[config.mk]
export PLATFORM = sky130hd
export DESIGN_NAME = pipe_trace_streamer
export DESIGN_NICKNAME = d
export VERILOG_FILES = /design/src/rtl/pipe_trace_pkg.sv /design/src/rtl/trace_fifo.sv /design/src/rtl/pipe_trace_streamer.sv
export SDC_FILE = /design/constraint.sdc
export NUM_CORES = 1
export LEC_CHECK = 0
export BUFFER_PORTS_ARGS = -buffer_cell sky130_fd_sc_hd__buf_4
export CORE_AREA = 2 2 162 322
export CTS_CLUSTER_DIAMETER = 40
export DETAILED_ROUTE_END_ITERATION = 12
export DIE_AREA = 0 0 164 324
export MAX_ROUTING_LAYER = met4
export PLACE_DENSITY = 0.54
export SETUP_SLACK_MARGIN = 0.15
export SYNTH_ARGS = -nofsm -noshare
export SYNTH_HDL_FRONTEND = slang
export SYNTH_HIERARCHICAL = 1
export SYNTH_SLANG_ARGS = --single-unit
[constraint.sdc]
create_clock -name clk -period 7 [get_ports clk]
set_clock_uncertainty 0.1 [all_clocks]
set_input_delay 0.35 -clock clk [delete_from_list [all_inputs] [get_ports clk]]
set_output_delay 0.35 -clock clk [all_outputs]
set_load 0.05 [all_outputs]
[src/rtl/pipe_trace_pkg.sv]
// Shared trace definitions: pipeline state sample, trace record, flags layout
// and the helper that serialises a record into its 16-byte frame.
package pipe_trace_pkg;

    localparam logic [7:0]  TRACE_SYNC        = 8'hA5;
    localparam int unsigned TRACE_FRAME_BYTES = 16;

    typedef struct packed {
        logic [31:0] pc;
        logic [4:0]  rd;
    } decode_stage_t;

    typedef struct packed {
        logic [31:0] alu_result;
        logic [31:0] debug_branch_target;
        logic        debug_branch_taken;
    } execute_stage_t;

    typedef struct packed {
        logic [1:0] mem_op;
        logic [2:0] wb_op;
    } memwb_stage_t;

    typedef struct packed {
        logic           valid;
        decode_stage_t  decode;
        execute_stage_t execute;
        memwb_stage_t   memwb;
    } pipe_state_t;

    typedef struct packed {
        logic       branch_taken;
        logic [1:0] mem_op;
        logic [2:0] wb_op;
        logic [1:0] rsvd;
    } trace_flags_t;

    typedef struct packed {
        logic [7:0]   seq;
        logic [31:0]  pc;
        logic [31:0]  alu_result;
        logic [31:0]  branch_target;
        trace_flags_t flags;
        logic [4:0]   rd;
    } trace_rec_t;

    function automatic trace_rec_t make_record(input pipe_state_t s, input logic [7:0] seq);
        trace_rec_t r;
        r.seq                = seq;
        r.pc                 = s.decode.pc;
        r.alu_result         = s.execute.alu_result;
        r.branch_target      = s.execute.debug_branch_target;
        r.flags.branch_taken = s.execute.debug_branch_taken;
        r.flags.mem_op       = s.memwb.mem_op;
        r.flags.wb_op        = s.memwb.wb_op;
        r.flags.rsvd         = '0;
        r.rd                 = s.decode.rd;
        return r;
    endfunction

    // Multi-byte words go out least-significant byte first.
    function automatic logic [7:0] frame_byte(input trace_rec_t r, input logic [3:0] idx);
        case (idx)
            4'd0:    return TRACE_SYNC;
            4'd1:    return r.seq;
            4'd2:    return r.pc[7:0];
            4'd3:    return r.pc[15:8];
            4'd4:    return r.pc[23:16];
            4'd5:    return r.pc[31:24];
            4'd6:    return r.alu_result[7:0];
            4'd7:    return r.alu_result[15:8];
            4'd8:    return r.alu_result[23:16];
            4'd9:    return r.alu_result[31:24];
            4'd10:   return r.branch_target[7:0];
            4'd11:   return r.branch_target[15:8];
            4'd12:   return r.branch_target[23:16];
            4'd13:   return r.branch_target[31:24];
            4'd14:   return r.flags;
            default: return {3'b000, r.rd};
        endcase
    endfunction

endpackage

[src/rtl/trace_fifo.sv]
// Synchronous record FIFO; a push into a full FIFO is accepted when a pop
// happens in the same cycle.
module trace_fifo #(
    parameter int unsigned WIDTH = 8,
    parameter int unsigned DEPTH = 4
) (
    input  logic             clk,
    input  logic             reset_n,
    input  logic             push,
    input  logic [WIDTH-1:0] push_data,
    input  logic             pop,
    output logic [WIDTH-1:0] pop_data,
    output logic             accepted,
    output logic             full,
    output logic             empty,
    output logic             last
);

    localparam int unsigned AW = (DEPTH > 1) ? $clog2(DEPTH) : 1;

    logic [WIDTH-1:0] mem [DEPTH];
    logic [AW-1:0]    wr_ptr;
    logic [AW-1:0]    rd_ptr;
    logic [AW:0]      count;
    logic             do_pop;

    assign empty    = (count == '0);
    assign full     = (count == (AW+1)'(DEPTH));
    assign last     = (count == (AW+1)'(1));
    assign do_pop   = pop && !empty;
    assign accepted = push && (!full || do_pop);
    assign pop_data = mem[rd_ptr];

    always_ff @(posedge clk) begin
        if (!reset_n) begin
            wr_ptr <= '0;
            rd_ptr <= '0;
            count  <= '0;
        end else begin
            if (accepted) wr_ptr <= wr_ptr + AW'(1);
            if (do_pop)   rd_ptr <= rd_ptr + AW'(1);
            count <= count + (AW+1)'(accepted) - (AW+1)'(do_pop);
        end
    end

    always_ff @(posedge clk) begin
        if (reset_n && accepted) mem[wr_ptr] <= push_data;
    end

endmodule

[src/rtl/pipe_trace_streamer.sv]
// Streams retired pipeline state as 16-byte trace frames over a byte handshake.
// Define TRACE_DROP_COUNT_EN to expose a saturating 16-bit dropped-event counter.
module pipe_trace_streamer
    import pipe_trace_pkg::*;
#(
    parameter int unsigned FIFO_DEPTH = 4
) (
    input  logic        clk,
    input  logic        reset_n,
    input  logic        in_valid,
    input  pipe_state_t in_state,
    output logic [7:0]  tx_data,
    output logic        tx_valid,
    input  logic        tx_ready,
`ifdef TRACE_DROP_COUNT_EN
    output logic [15:0] drop_count,
`endif
    output logic        busy
);

    typedef enum logic {ST_IDLE, ST_SEND} state_t;

    state_t     state;
    logic [3:0] idx;
    logic [7:0] seq;
    trace_rec_t head;
    logic       retire;
    logic       handshake;
    logic       frame_done;
    logic       fifo_accept;
    logic       fifo_full;
    logic       fifo_empty;
    logic       fifo_last;

    assign retire     = in_valid && in_state.valid;
    assign handshake  = tx_valid && tx_ready;
    assign frame_done = handshake && (idx == 4'(TRACE_FRAME_BYTES - 1));

    trace_fifo #(
        .WIDTH ($bits(trace_rec_t)),
        .DEPTH (FIFO_DEPTH)
    ) u_fifo (
        .clk       (clk),
        .reset_n   (reset_n),
        .push      (retire),
        .push_data (make_record(in_state, seq)),
        .pop       (frame_done),
        .pop_data  (head),
        .accepted  (fifo_accept),
        .full      (fifo_full),
        .empty     (fifo_empty),
        .last      (fifo_last)
    );

    always_ff @(posedge clk) begin
        if (!reset_n) begin
            state    <= ST_IDLE;
            idx      <= '0;
            tx_valid <= 1'b0;
            seq      <= '0;
        end else begin
            if (retire) seq <= seq + 8'd1;
            case (state)
                ST_IDLE: begin
                    if (!fifo_empty) begin
                        state    <= ST_SEND;
                        tx_valid <= 1'b1;
                        idx      <= '0;
                    end
                end
                ST_SEND: begin
                    if (handshake) begin
                        if (frame_done) begin
                            idx <= '0;
                            // Stay in SEND (no gap) unless the popped frame was the last one
                            // and no new record lands in the same cycle.
                            if (fifo_last && !fifo_accept) begin
                                state    <= ST_IDLE;
                                tx_valid <= 1'b0;
                            end
                        end else begin
                            idx <= idx + 4'd1;
                        end
                    end
                end
                default: begin
                    state    <= ST_IDLE;
                    tx_valid <= 1'b0;
                end
            endcase
        end
    end

    assign tx_data = tx_valid ? frame_byte(head, idx) : 8'h00;
    assign busy    = (state == ST_SEND) || !fifo_empty;

`ifdef TRACE_DROP_COUNT_EN
    always_ff @(posedge clk) begin
        if (!reset_n) begin
            drop_count <= '0;
        end else if (retire && !fifo_accept && (drop_count != 16'hFFFF)) begin
            drop_count <= drop_count + 16'd1;
        end
    end
`else
    logic unused_full;
    assign unused_full = fifo_full;
`endif

endmodule

; Word level (Yosys, flattened, before mapping)
; Memory sizes are Yosys's and may differ from the RTL's. A register that Yosys moved wholly into a read port is not among the register bits.
; Index checks and enable logic that the tools add are counted.
[word_totals]
ff_bits = 21
latchBits = 0
ram_bits = 460
rom_bits = 0
in_bits = 112
output_inout_bits = 10
elab_cells = 72
n_memories = 1
[classes]
addsub = 6
multipliers = 0
n_div = 0
n_lt_le_gt_ge = 0
n_eq_ne = 21
shifts = 0
muxes = 20
bitwise = 1
reduce_logical = 16
[mem_list]
columns = memory, words, width, rd, rd_ports_with_merged_regs, wr, line
row1 = u_fifo.mem, 4, 115, 1, 1, 1, trace_fifo.sv:21  ; logic [WIDTH-1:0] mem [DEPTH];
[op_table]
columns = operator, n
row1 = 8-bit one-hot mux with 15 select lines, 1
row2 = 4-bit == test (second input constant), 8
row3 = 4-bit by 3-bit == test with 1-bit output (second input constant), 4
row4 = 4-bit 2-to-1 mux, 3
row5 = 1-bit 2-to-1 mux, 10
row6 = 8-bit by 1-bit adder with 8-bit output (second input constant), 1
row7 = 4-bit by 2-bit == test with 1-bit output (second input constant), 2
row8 = 8-bit 2-to-1 mux, 1
row9 = 4-bit one-hot mux with 2 select lines, 1
row10 = 1-bit logical AND, 7
row11 = 2-bit by 1-bit inequality test with 1-bit output (second input constant), 3
row12 = 2-bit by 1-bit adder with 2-bit output (second input constant), 2
row13 = 4-bit by 1-bit adder with 4-bit output (second input constant), 1
row14 = 4-bit by 1-bit == test with 1-bit output (second input constant), 1
row15 = 4-bit logical NOT, 1
row16 = 2-bit 2-to-1 mux, 2
row17 = 1-bit one-hot mux with 2 select lines, 2
row18 = 4-bit AND reduction, 1
row19 = 3-bit by 1-bit adder with 3-bit output, 1
row20 = 3-bit by 1-bit == test with 1-bit output (second input constant), 1
row21 = 3-bit == test (second input constant), 1
row22 = 1-bit logical NOT, 3
row23 = 3-bit logical NOT, 1
row24 = 3-bit by 1-bit subtractor with 3-bit output, 1
row25 = other kinds (4), 5

; Longest topological paths before layout
; Gate-level depths: netlist of the first run.
[logic_depth]
ltp_word = 11
depth_mapped = 13
ltp_nobuf = 12

; Hierarchy
; The synthesis of the first run kept the hierarchy.
[by_module_without_submodules]
columns = mod, n_inst, cells_each, area_per_inst_um2, seq_area_each_um2
row1 = trace_fifo, 1, 664, 17326.6, 14233.7
row2 = pipe_trace_streamer, 1, 224, 1686.6, 280.3

; Worst setup path before layout of the first run
; Ideal clock, no wire load.
[synth_path]
kind = reg2reg
start = register tx_valid
end = memory u_fifo/mem[0][0] (netlist bit) (enable)
setup_ns = 0.491
arrival_time_ns = 4.183
t_required_ns = 6.409
setup_slack_ns = 2.226
stages_incl_launch_ff = 7
n_path_buf = 1
synth_period_minus_slack_ns = 4.774
path_cell_list = dfxtp_1 > buf_2 > nand2_1 > nor2_1 > inv_1 > a21boi_2 > and3_1
[synth_via]
elab_chain_len = 8
[synth_rtl]
columns = item, line
row1 = "start, declared", pipe_trace_streamer.sv:13  ; output logic tx_valid,
row2 = "start signal, assigned", pipe_trace_streamer.sv:59  ; tx_valid <= 1'b0;
row3 = "start signal, assigned", pipe_trace_streamer.sv:67  ; tx_valid <= 1'b1;
row4 = "start signal, assigned", pipe_trace_streamer.sv:79  ; tx_valid <= 1'b0;
row5 = 1-bit logical AND, pipe_trace_streamer.sv:36  ; assign handshake = tx_valid && tx_ready;
row6 = 1-bit logical AND, pipe_trace_streamer.sv:37  ; assign frame_done = handshake && (idx == 4'(TRACE_FRAME_BYTES - 1));
row7 = named net frame_done, pipe_trace_streamer.sv:29  ; logic frame_done;
row8 = 1-bit logical AND, trace_fifo.sv:30  ; assign do_pop = pop && !empty;
row9 = 1-bit logical OR, trace_fifo.sv:31  ; assign accepted = push && (!full || do_pop);
row10 = 1-bit logical AND, trace_fifo.sv:31
row11 = named net fifo_accept, pipe_trace_streamer.sv:30  ; logic fifo_accept;
row12 = 1-bit logical AND, trace_fifo.sv:47  ; if (reset_n && accepted) mem[wr_ptr] <= push_data;
row13 = 1-bit 2-to-1 mux, trace_fifo.sv:47
row14 = 1-bit 2-to-1 mux (not written as such), trace_fifo.sv:47
row15 = "end, declared", trace_fifo.sv:21
; The timed path passes the listed nets, and every way through them passes these cells.

==> metrics.md, run 1 <==
| Metric | Value |
|---|---|
| H-tree levels | `2` |
| Via Count | `9580` |
| Synth-to-layout area growth | `21.96%` |
| Total Neg Setup Slack | `0 ns` |
| Library cells used by synthesis | `53` |
| Place WS | `3.250 ns` |
| DIE AREA | `0.05314 mm^2` |
| Final #Nets | `1260` |
| RePlAce Congestion | `0.7551` |
| Period utilization | `0.6065` |
| CTS sink cnt | `491` |
| DR vias/cell | `5.258` |
| Hold WC Path Type | `in -> reg` |
| CP max stage cell | `dfxtp_4` |
| Final Hold Vio Count | `0` |
| Maximum fanout along the worst path | `51` |
| CP delay by family, top | `multiplexers` |
| Initial Utilization | `0.3743` |
| # rows | `117` |
| Antenna violations before repair | `0` |
| Die width | `164 um` |
| Ys async rst share | `0` |
| Critical Path RT | `6.55 ns` |
| CP bufs+invs | `2` |
| Post-synth EDFFs | `468` |
| Cells along the critical path | `buf_12, mux4_2, a22o_1, a221oi_1, mux4_2, nor2_1, buf_4` |
| Worst-margin pin slew | `1.116 ns` |
| PostCTS Resize Cnt | `0` |
| Largest net degree at the start of global routing | `66` |
| Average size of a mapped cell | `21.41 um^2` |
| Worst IR Drop VDD | `0.1608 mV` |
| WHS Endpoint | `idx[3]` |
| Worst-path clk slew | `0.07 ns` |
| Top_reg_cell synth | `edfxtp_1` |
| CP dominant cell by count | `mux4_2` |
| IO Port Bufs | `121` |
| Post-CTS setup buffer count | `0` |
| Overflow left after global routing | `0` |
| Final HPWL DP | `29.56 mm` |
| Outcome | `finished clean` |
| DRC Markers | `0` |
| Number of top-level pins | `122` |
| Cell area after synthesis | `0.01901 mm^2` |
| Slew HR | `0.2562` |
| Max Freq | `0.2356 GHz` |
| Setup-violating endpoint count in the final report | `0` |
| 1st-iter DRT viols | `673` |
| Mapped Cells | `888` |
| DRT Pass-1 Iters | `5` |
| Max_cap viols | `0` |
| CP startpoint kind | `flip-flop` |
| FF-to-FF Start | `idx[3]` |
| Final Critical Period | `4.245 ns` |
| RSZ-0062 raised after global routing | `no` |
| #FFs+latches synth | `491` |
| First-pass GRT wire length | `67.34 mm` |
| Reg2reg setup slack | `3.32 ns` |
| Post-synthesis sequential area ratio | `0.7634` |
| Reg2Reg Capture Point | `u_fifo/mem[3][82]` |
| Worst EP arrival | `3.80 ns` |
| Final WS setup | `2.755 ns` |
| Fin. max-slew vios | `0` |
| Routed WL | `46.34 mm` |
| CTS tree | `yes` |
| WHS Path Cells | `3` |
| ANT cells | `0` |
| Avg WL per Cell | `25.43 um` |
| Root Buffer | `clkbuf_16` |
| Vias in the first global route | `10240` |
| Die Y | `324 um` |
| Layout cells sized above 1 | `0.2851` |
| Pwr/cell area | `258.3 mW/mm^2` |
| Crit path kind | `reg -> out` |
| R2R depth | `7` |
| Total Routing Usage GR | `0.1825` |
| Core ar. | `0.05080 mm^2` |
| CP Capture Type | `output port` |
| Hold path startpoint | `reset_n` |
| Post-CTS Hold Fix Bufs | `107` |
| ANT nets after route | `0` |
| Longest Clk Path Bufs | `3` |
| CTS buffer count | `44` |
| Worst-Skew Late Latency | `0.55 ns` |
| Yosys warns | `6` |
| Pleak | `7.365 nW` |
| CP peak stage delay | `0.80 ns` |
[stage by stage]
step / cells / hold WS (ns) / cell area [um^2] / utilization / power [mW]
2_1_floorplan: 895 / 0.3489 / 19040 / - / 3.441
3_3_place_gp: 1637 / 0.3731 / 20690 / 0.4073 / 3.583
3_5_place_dp: 1637 / 0.3885 / 20690 / 0.4073 / 3.588
4_1_cts: 1822 / 0.05398 / 23190 / 0.4565 / 6.050
5_1_grt: 1822 / 0.08282 / 23190 / 0.4565 / 6.166
6_report: 1822 / 0.07371 / 23190 / 0.4565 / 5.990
[worst max-delay path by stage]
stage / from / end / slack, ns / depth (start not counted)
global placement: flip-flop / tx_data[6] / 3.20 / 7
detailed placement: flip-flop / tx_data[6] / 3.25 / 7
CTS: flip-flop / tx_data[6] / 2.62 / 7
global route: flip-flop / tx_data[6] / 2.54 / 7
floorplan: tx_valid / u_fifo/mem[0][0] / 2.23 / 6
finish: flip-flop / tx_data[6] / 2.75 / 7
[logic make-up after synthesis]
family                     count (synthesis)  synth area share
adders and majority gates                 12          0.008292
muxes                                    126            0.1447
buffers and inverters                     63           0.01810
other                                      1         0.0001972
DFF                                      491            0.7634
and+or+nand+nor                           88           0.02290
xor gates and xnor gates                   8          0.003685
AOI/OAI and AO/OA                         99           0.03876
[cell usage after synthesis (all sizes together), types with 3 or more instances]
master  count  share of area
edfxtp    468           0.74
mux4      119           0.14
buf        38          0.013
nand2      33         0.0065
dfxtp      23          0.024
o21ai      16         0.0042
a21oi      13         0.0034
a22oi      13         0.0051
inv        13         0.0026
clkbuf     12         0.0024
a221oi     11         0.0054
ha         11         0.0072
nand3      11         0.0029
and2        9         0.0030
nor2        9         0.0018
a222oi      8         0.0042
a211oi      6         0.0024
a21boi      6         0.0026
a31oi       6         0.0020
and3        6         0.0020
mux2i       6         0.0032
xnor2       5         0.0023
nor3        4         0.0011
or3         4         0.0013
a22o        3         0.0014
nand4       3        0.00099
nor2b       3        0.00099
nor3b       3         0.0012
o31ai       3         0.0012
xor2        3         0.0014
[per-layer routing]
layer / vias up / part of all wire / track usage
met2: 250 / 0.54 / 0.3201
met5: - / 0 / -
met4: 0 / 0.039 / 0.07388
met1: 5043 / 0.38 / 0.2115
li1: 4213 / - / -
met3: 74 / 0.040 / 0.02276
[cell usage in the layout (no fill, tap or decap), types with 11 or more instances in the layout]
master / instances
nand3_1: 11
a22oi_1: 13
dlygate4sd3_1: 107
clkbuf_16: 45
inv_1: 13
o21ai_0: 11
nand2_1: 33
mux4_2: 119
edfxtp_1: 468
a21oi_1: 13
buf_4: 133
ha_1: 11
dfxtp_1: 20
[cell type report]
| cell class | instances | area [um^2] |
|---|---|---|
| Clock buffer | 57 | 1191 |
| Clock inverter | 21 | 236.5 |
| Fill cell | 4346 | 27610 |
| Inverter | 13 | 48.80 |
| Multi-Input combinational cell | 341 | 4202 |
| Sequential cell | 491 | 14520 |
| Tap cell | 654 | 818.3 |
| Timing Repair Buffer | 245 | 2170 |
[sequential cells by signal (all words and copies together) (netlist names), named ones only]
name / count
tx_valid: 1
u_fifo/mem: 468
seq: 8
u_fifo/wr_ptr: 2
u_fifo/rd_ptr: 2
state: 1
idx: 4
u_fifo/count: 3
[report_power, final]
group          internal, mW  switching [mW]  leakage, nW
Sequential             3.26          0.0156         4.42
Clock                  1.36            1.06        0.703
Combinational         0.130           0.162         2.25
Total                  4.75            1.24         7.36
[worst register-to-register path, cell delays in order (launching register included)]
cell and delay (ns):
dfxtp_2 0.31, buf_4 0.46, nand3_1 0.28, nor2_1 0.20, inv_1 0.09, a21boi_2 0.39
and3_4 1.00, buf_12 0.46
No activity file was read; power rests on OpenSTA's default activity.
==> inputs of run 2 (changes only) <==
--- a/config.mk
+++ b/config.mk
@@ -11,7 +11,7 @@
 export DETAILED_ROUTE_END_ITERATION = 12
 export DIE_AREA = 0 0 164 324
 export MAX_ROUTING_LAYER = met4
-export PLACE_DENSITY = 0.54
+export PLACE_DENSITY = 0.56
 export SETUP_SLACK_MARGIN = 0.15
 export SYNTH_ARGS = -nofsm -noshare
 export SYNTH_HDL_FRONTEND = slang
==> constraint.sdc (replaced) <==
create_clock -name clk -period 3.4 [get_ports clk]
set_clock_uncertainty 0.1 [all_clocks]
set_input_delay 0.17 -clock clk [delete_from_list [all_inputs] [get_ports clk]]
set_output_delay 0.17 -clock clk [all_outputs]
set_load 0.05 [all_outputs]
==> metrics.md, run 2 (synthesis gave the netlist of run 1 again) <==
| Metric | Value |
|---|---|
| Outcome | `finished clean` |
| Pwr/cell area | `512.7 mW/mm^2 (+98%)` |
| Total Neg Setup Slack | `0 ns (unchanged)` |
| RSZ-0062 raised after global routing | `yes` |
| CTS buffer count | `44 (unchanged)` |
| CP startpoint kind | `flip-flop` |
| DRT Pass-1 Iters | `5 (unchanged)` |
| ANT nets after route | `0 (unchanged)` |
| Synth-to-layout area growth | `27.92%` |
| WHS Path Cells | `2 (-1)` |
| Worst IR Drop VDD | `0.3894 mV (+140%)` |
| Worst-margin pin slew | `0.6041 ns (-0.5117 ns)` |
| Die width | `164 um (unchanged)` |
| Die Y | `324 um (unchanged)` |
| Max_cap viols | `0 (unchanged)` |
| Maximum fanout along the worst path | `5 (-90%)` |
| 1st-iter DRT viols | `697 (+3.6%)` |
| Avg WL per Cell | `25.77 um (+1.3%)` |
| CTS sink cnt | `491 (unchanged)` |
| DRC Markers | `0 (unchanged)` |
| Most frequent cells in the layout | `468 x edfxtp_1, 146 x buf_4, 119 x mux4_2` |
| Final instance area | `0.02432 mm^2 (+4.9%)` |
| Total Routing Usage GR | `0.1918 (+0.009304)` |
| Worst EP arrival | `2.99 ns (-0.81 ns)` |
| RePlAce Congestion | `0.7908 (+4.7%)` |
| Antenna violations before repair | `0 (unchanged)` |
| Cells along the critical path | `buf_12, buf_16, buf_6, mux4_2, a222oi_1, a21oi_1, a21oi_1, a31oi_2, buf_6` |
| DIE AREA | `0.05314 mm^2 (unchanged)` |
| CP peak stage delay | `0.52 ns (-0.28 ns)` |
| Commonest non-fill, non-tap cell in the layout | `edfxtp_1` |
| FF-to-FF Start | `idx[0]` |
| Period utilization | `0.9585` |
| Via Count | `9933 (+3.7%)` |
| CP max stage cell | `mux4_2` |
| H-tree levels | `2 (unchanged)` |
| Longest Clk Path Bufs | `3 (unchanged)` |
| Crit path depth | `9 (+2)` |
| Crit path kind | `reg -> out` |
| CTS tree | `yes` |
| Core ar. | `0.05080 mm^2 (unchanged)` |
| DR vias/cell | `5.269 (+0.22%)` |
| Final Hold Vio Count | `0 (unchanged)` |
| Pleak | `7.831 nW (+6.3%)` |
| Routed WL | `48.58 mm (+4.8%)` |
| Final HPWL DP | `31.07 mm (+5.1%)` |
| Setup-violating endpoint count in the final report | `0 (unchanged)` |
| CP Capture Type | `output port` |
| Largest net degree at the start of global routing | `85 (+29%)` |
| Worst-Skew Late Latency | `0.56 ns (about the same)` |
| Max Freq | `0.3068 GHz` |
| Fin. max-slew vios | `0 (unchanged)` |
| Slew HR | `0.5942 (+0.3380)` |
| Post-DP Area | `0.02101 mm^2 (+1.5%)` |
| Reg with most FFs | `u_fifo/mem` |
| Hold WS | `0.2524 ns (+0.1786 ns)` |
| # rows | `117 (unchanged)` |
| Critical Path RT | `3.13 ns (-3.42 ns)` |
| Number of top-level pins | `122 (unchanged)` |
| Final #Nets | `1320 (+4.8%)` |
| First-pass GRT wire length | `70.73 mm (+5.0%)` |
| Vias in the first global route | `10530 (+2.8%)` |
| Final Critical Period | `3.259 ns` |
| Tot Pwr | `12.47 mW (+110%)` |
| Hold path startpoint | `in_state[84]` |
| Layout cells sized above 1 | `0.3290 (+0.04390)` |
| Hold WC Path Type | `in -> reg` |
| Utilization after layout | `0.4788 (+0.02229)` |
| Biggest regs | `u_fifo/mem x468, seq x8, idx x4` |
| Overflow left after global routing | `0 (unchanged)` |
| Initial Utilization | `0.3743 (unchanged)` |
| CP delay by family, top | `compound AO/OA/AOI/OAI gates` |
| IO Port Bufs | `121 (unchanged)` |
| CP bufs+invs | `4 (+2)` |
| R2R depth | `12 (+5)` |
| Max reg flops | `468 (unchanged)` |
| Worst-path clk slew | `0.06 ns (about the same)` |
| Root Buffer | `clkbuf_16` |
| ANT cells | `0 (unchanged)` |
[run 2: metrics by stage]
step           std cells  worst slack (ns)
6_report            1885            0.1410
5_1_grt             1885           0.03116
4_1_cts             1868            0.1040
3_5_place_dp        1656            0.4430
3_3_place_gp        1656            0.3845
2_1_floorplan        895          -0.05003
[run 2: cell type report]
class / instances / area [um^2]
clock buffers: 51 / 1149
clock inverters: 30 / 327.8
fillers: 4229 / 26480
inverters: 13 / 48.80
multi-input cells: 341 / 4332
flip-flops and latches: 491 / 14520
well taps: 654 / 818.3
repair buffers: 305 / 3123
[run 2: worst paths after layout]
kind                            end  slack [ns]
setup / recovery         tx_data[4]        0.14
hold reg to reg    u_fifo/wr_ptr[0]        0.40
hold / removal    u_fifo/mem[1][86]        0.25
setup reg to reg    u_fifo/count[2]        0.68
[run 2: power breakdown]
group	internal [mW]	total, mW	switching, mW
sequential	6.71	6.73	0.0266
combinational	0.292	0.634	0.342
clock	2.90	5.10	2.20
[run 2: timing repair]
item | CTS | global route
hold buffers | 114 | 0
pin swaps | 13 | 8
gates resized for setup | 32 | 17
cloned | 5 | 2
setup endpoints to repair | 8 | 8
hold endpoints to repair | 450 | 0
buffers inserted | 12 | 15
[run 2: layer usage]
layer	GRT usage	vias to the layer above	part of all wire
met1	0.2168	5251	0.37
met4	0.06238	0	0.034
met5	-	-	0
li1	-	4347	-
met3	0.02122	79	0.037
met2	0.3514	256	0.56
==> inputs of run 3 (changes only) <==
--- a/config.mk
+++ b/config.mk
@@ -6,13 +6,13 @@
 export NUM_CORES = 1
 export LEC_CHECK = 0
 export BUFFER_PORTS_ARGS = -buffer_cell sky130_fd_sc_hd__buf_4
-export CORE_AREA = 2 2 162 322
+export CORE_AREA = 2 2 203 244
 export CTS_CLUSTER_DIAMETER = 40
 export DETAILED_ROUTE_END_ITERATION = 12
-export DIE_AREA = 0 0 164 324
+export DIE_AREA = 0 0 205 246
 export MAX_ROUTING_LAYER = met4
-export PLACE_DENSITY = 0.56
-export SETUP_SLACK_MARGIN = 0.15
+export PLACE_DENSITY = 0.58
+export SETUP_SLACK_MARGIN = 0.05
 export SYNTH_ARGS = -nofsm -noshare
 export SYNTH_HDL_FRONTEND = slang
 export SYNTH_HIERARCHICAL = 1
==> metrics.md, run 3 (synthesis gave the netlist of run 1 again) <==
| Metric | Value |
|---|---|
| Outcome | `finished clean` |
| R2R depth | `12 (unchanged)` |
| GR met3 Demand/Resource | `0.02976 (+0.008537)` |
| GRT met1 Usage | `0.2562 (+0.03932)` |
| Combinational share of power | `0.046 (-0.005)` |
| Maximum fanout along the worst path | `6 (+1)` |
| First-pass GRT wire length | `67.75 mm (-4.2%)` |
| Post-Layout Cell Count | `1910 (+1.3%)` |
| Clk pwr share | `0.469 (+0.060)` |
| Reg2Reg Capture Point | `u_fifo/count[2]` |
| Number of top-level pins | `122 (unchanged)` |
| Max reg flops | `468 (unchanged)` |
| Layout cells sized above 1 | `0.3633 (+0.03428)` |
| WHS Endpoint | `u_fifo/mem[3][69]` |
| Worst IR Drop VDD | `0.4541 mV (+17%)` |
| Total Routing Usage GR | `0.1902 (-0.001564)` |
| Busiest layer in global routing | `met2` |
| Overflow left after global routing | `0 (unchanged)` |
| Internal power | `10.88 mW (+9.8%)` |
| Register share of total power | `0.485 (-0.055)` |
| Worst-Skew Late Latency | `0.63 ns (+0.07 ns)` |
| Tot Pwr | `13.90 mW (+11%)` |
| Hold path startpoint | `in_state[62]` |
| FF-to-FF Start | `idx[0]` |
| Die width | `205 um (+25%)` |
| Routed WL | `45.51 mm (-6.3%)` |
| Multi-input gate area | `0.004383 mm^2 (+1.2%)` |
| DIE AREA | `0.05043 mm^2 (-5.1%)` |
| IO Port Bufs | `121 (unchanged)` |
| DRC Markers | `0 (unchanged)` |
| Hold WC Path Type | `in -> reg` |
| Via Count | `10100 (+1.7%)` |
| Worst EP arrival | `3.04 ns (+0.05 ns)` |
| WHS Path Cells | `2 (unchanged)` |
| Final Critical Period | `3.308 ns (+0.04879 ns)` |
| ANT nets after route | `0 (unchanged)` |
| Root Buffer | `clkbuf_16` |
| CTS tree | `yes` |
| Pleak | `8.200 nW (+4.7%)` |
| Critical Path RT | `3.13 ns (about the same)` |
| Worst-margin pin slew | `0.5723 ns (-0.03176 ns)` |
| Net Sw Frac | `0.2172 (+0.01146)` |
| DR vias/cell | `5.289 (+0.37%)` |
| Max_cap viols | `0 (unchanged)` |
| 1st-iter DRT viols | `832 (+19%)` |
| Avg WL per Cell | `23.83 um (-7.6%)` |
| Longest Clk Path Bufs | `3 (unchanged)` |
| Worst-path clk slew | `0.06 ns (about the same)` |
| # rows | `88 (-25%)` |
| Final HPWL DP | `28.65 mm (-7.8%)` |
| CP startpoint kind | `flip-flop` |
| Largest net degree at the start of global routing | `57 (-33%)` |
| CP delay by family, top | `compound AO/OA/AOI/OAI gates` |
| Most frequent cells in the layout | `468 x edfxtp_1, 162 x buf_4, 119 x mux4_2` |
| CP bufs+invs | `3 (-1)` |
| RePlAce Congestion | `0.8060 (+1.9%)` |
| Initial Utilization | `0.3961 (+0.02176)` |
| CP Capture Type | `output port` |
| Reg with most FFs | `u_fifo/mem` |
| Period utilization | `0.9729 (+0.01435)` |
| Cells along the critical path | `buf_12, buf_16, mux4_2, a222oi_1, a311o_1, a21oi_2, buf_6` |
| Commonest non-fill, non-tap cell in the layout | `edfxtp_1` |
| Register area | `0.01452 mm^2 (unchanged)` |
| CP max stage cell | `a222oi_1` |
| Cell Count Post-Placement | `1646 (-0.60%)` |
| Fin. max-slew vios | `0 (unchanged)` |
| Crit path kind | `reg -> out` |
| CP peak stage delay | `0.57 ns (+0.05 ns)` |
| Die Y | `246 um (-24%)` |
| CTS sink cnt | `491 (unchanged)` |
| Biggest regs | `u_fifo/mem x468, seq x8, idx x4` |
| Max Freq | `0.3023 GHz (-1.5%)` |
| Sw power | `3.019 mW (+18%)` |
| Reg2reg setup slack | `0.61 ns (-0.07 ns)` |
| Slew HR | `0.6185 (+0.02427)` |
| RSZ-0062 raised after global routing | `yes` |
| Synth-to-layout area growth | `31.70%` |
| Antenna violations before repair | `0 (unchanged)` |
| Final #Nets | `1352 (+2.4%)` |
| Vias in the first global route | `10500 (-0.29%)` |
| Pwr/cell area | `555.0 mW/mm^2 (+8.2%)` |
| CTS buffer count | `60 (+36%)` |
| Core ar. | `0.04801 mm^2 (-5.5%)` |
| DRT Pass-1 Iters | `5 (unchanged)` |
| ANT cells | `0 (unchanged)` |
| Met2 Use GR | `0.3023 (-0.04918)` |
| Hold WS | `0.1823 ns (-0.07009 ns)` |
| H-tree levels | `2 (unchanged)` |
| Fillers | `3872 (-8.4%)` |
| Final Hold Vio Count | `0 (unchanged)` |
| Setup-violating endpoint count in the final report | `0 (unchanged)` |
run 3: cell types whose count changed in the layout (fill, tap and decap cells not counted), moves of 6 or more:
cell       delta
clkbuf_16    +15
clkinv_4      +6
buf_16        -6
buf_4        +16
clkinv_1      -8
run 3: repair_timing:
item | in CTS | in global routing
pin swaps | 13 | 10
setup endpoints to repair | 8 | 8
hold buffers | 114 | 0
hold endpoints to repair | 451 | 0
cloned | 3 | 2
gates resized for setup | 38 | 20
buffers inserted | 21 | 10
run 3: worst max-delay path by stage:
stage,startpoint,endpoint,slack [ns],depth (start not counted)
detailed placement,flip-flop,tx_data[6],0.39,8
global route,flip-flop,tx_data[1],0.004,7
floorplan,tx_valid,u_fifo/mem[0][0],-0.05,6
CTS,flip-flop,tx_data[0],0.02,8
global placement,flip-flop,tx_data[6],0.37,8
finish,flip-flop,tx_data[7],0.09,7
run 3: area by class of cell:
class / count / share of cell area
multi-input cells: 341 / 0.1750
flip-flops and latches: 491 / 0.5800
inverters: 13 / 0.001949
clock buffers: 68 / 0.06116
well taps: 630 / 0.03148
repair buffers: 321 / 0.1278
clock inverters: 46 / 0.02259
run 3: metal layers:
layer | wire, um | vias up
li1 | - | 4436
met5 | 0 | -
met1 | 19360 | 5289
met3 | 2569 | 71
met2 | 22550 | 306
met4 | 1037 | 0
run 3: power by group through the flow:
stage | sequential, mW | combinational (mW) | clock, mW
3_3_place_gp | 6.86 | 0.507 | 0
3_5_place_dp | 6.87 | 0.515 | 0
4_1_cts | 6.74 | 0.640 | 6.66
6_report | 6.74 | 0.638 | 6.52
2_1_floorplan | 6.87 | 0.204 | 0
5_1_grt | 6.75 | 0.683 | 6.90
run 3: per-stage QoR:
step | setup slack [ns] | utilization | setup TNS (ns) | area (um^2)
after CTS | 0.01611 | 0.5170 | 0 | 24820
after global placement | 0.3721 | 0.4397 | 0 | 21110
after floorplan | -0.05003 | - | -23.41 | 19040
after global routing | 0.004209 | 0.5216 | 0 | 25040
final | 0.09221 | 0.5216 | 0 | 25040
after detailed placement | 0.3913 | 0.4397 | 0 | 21110
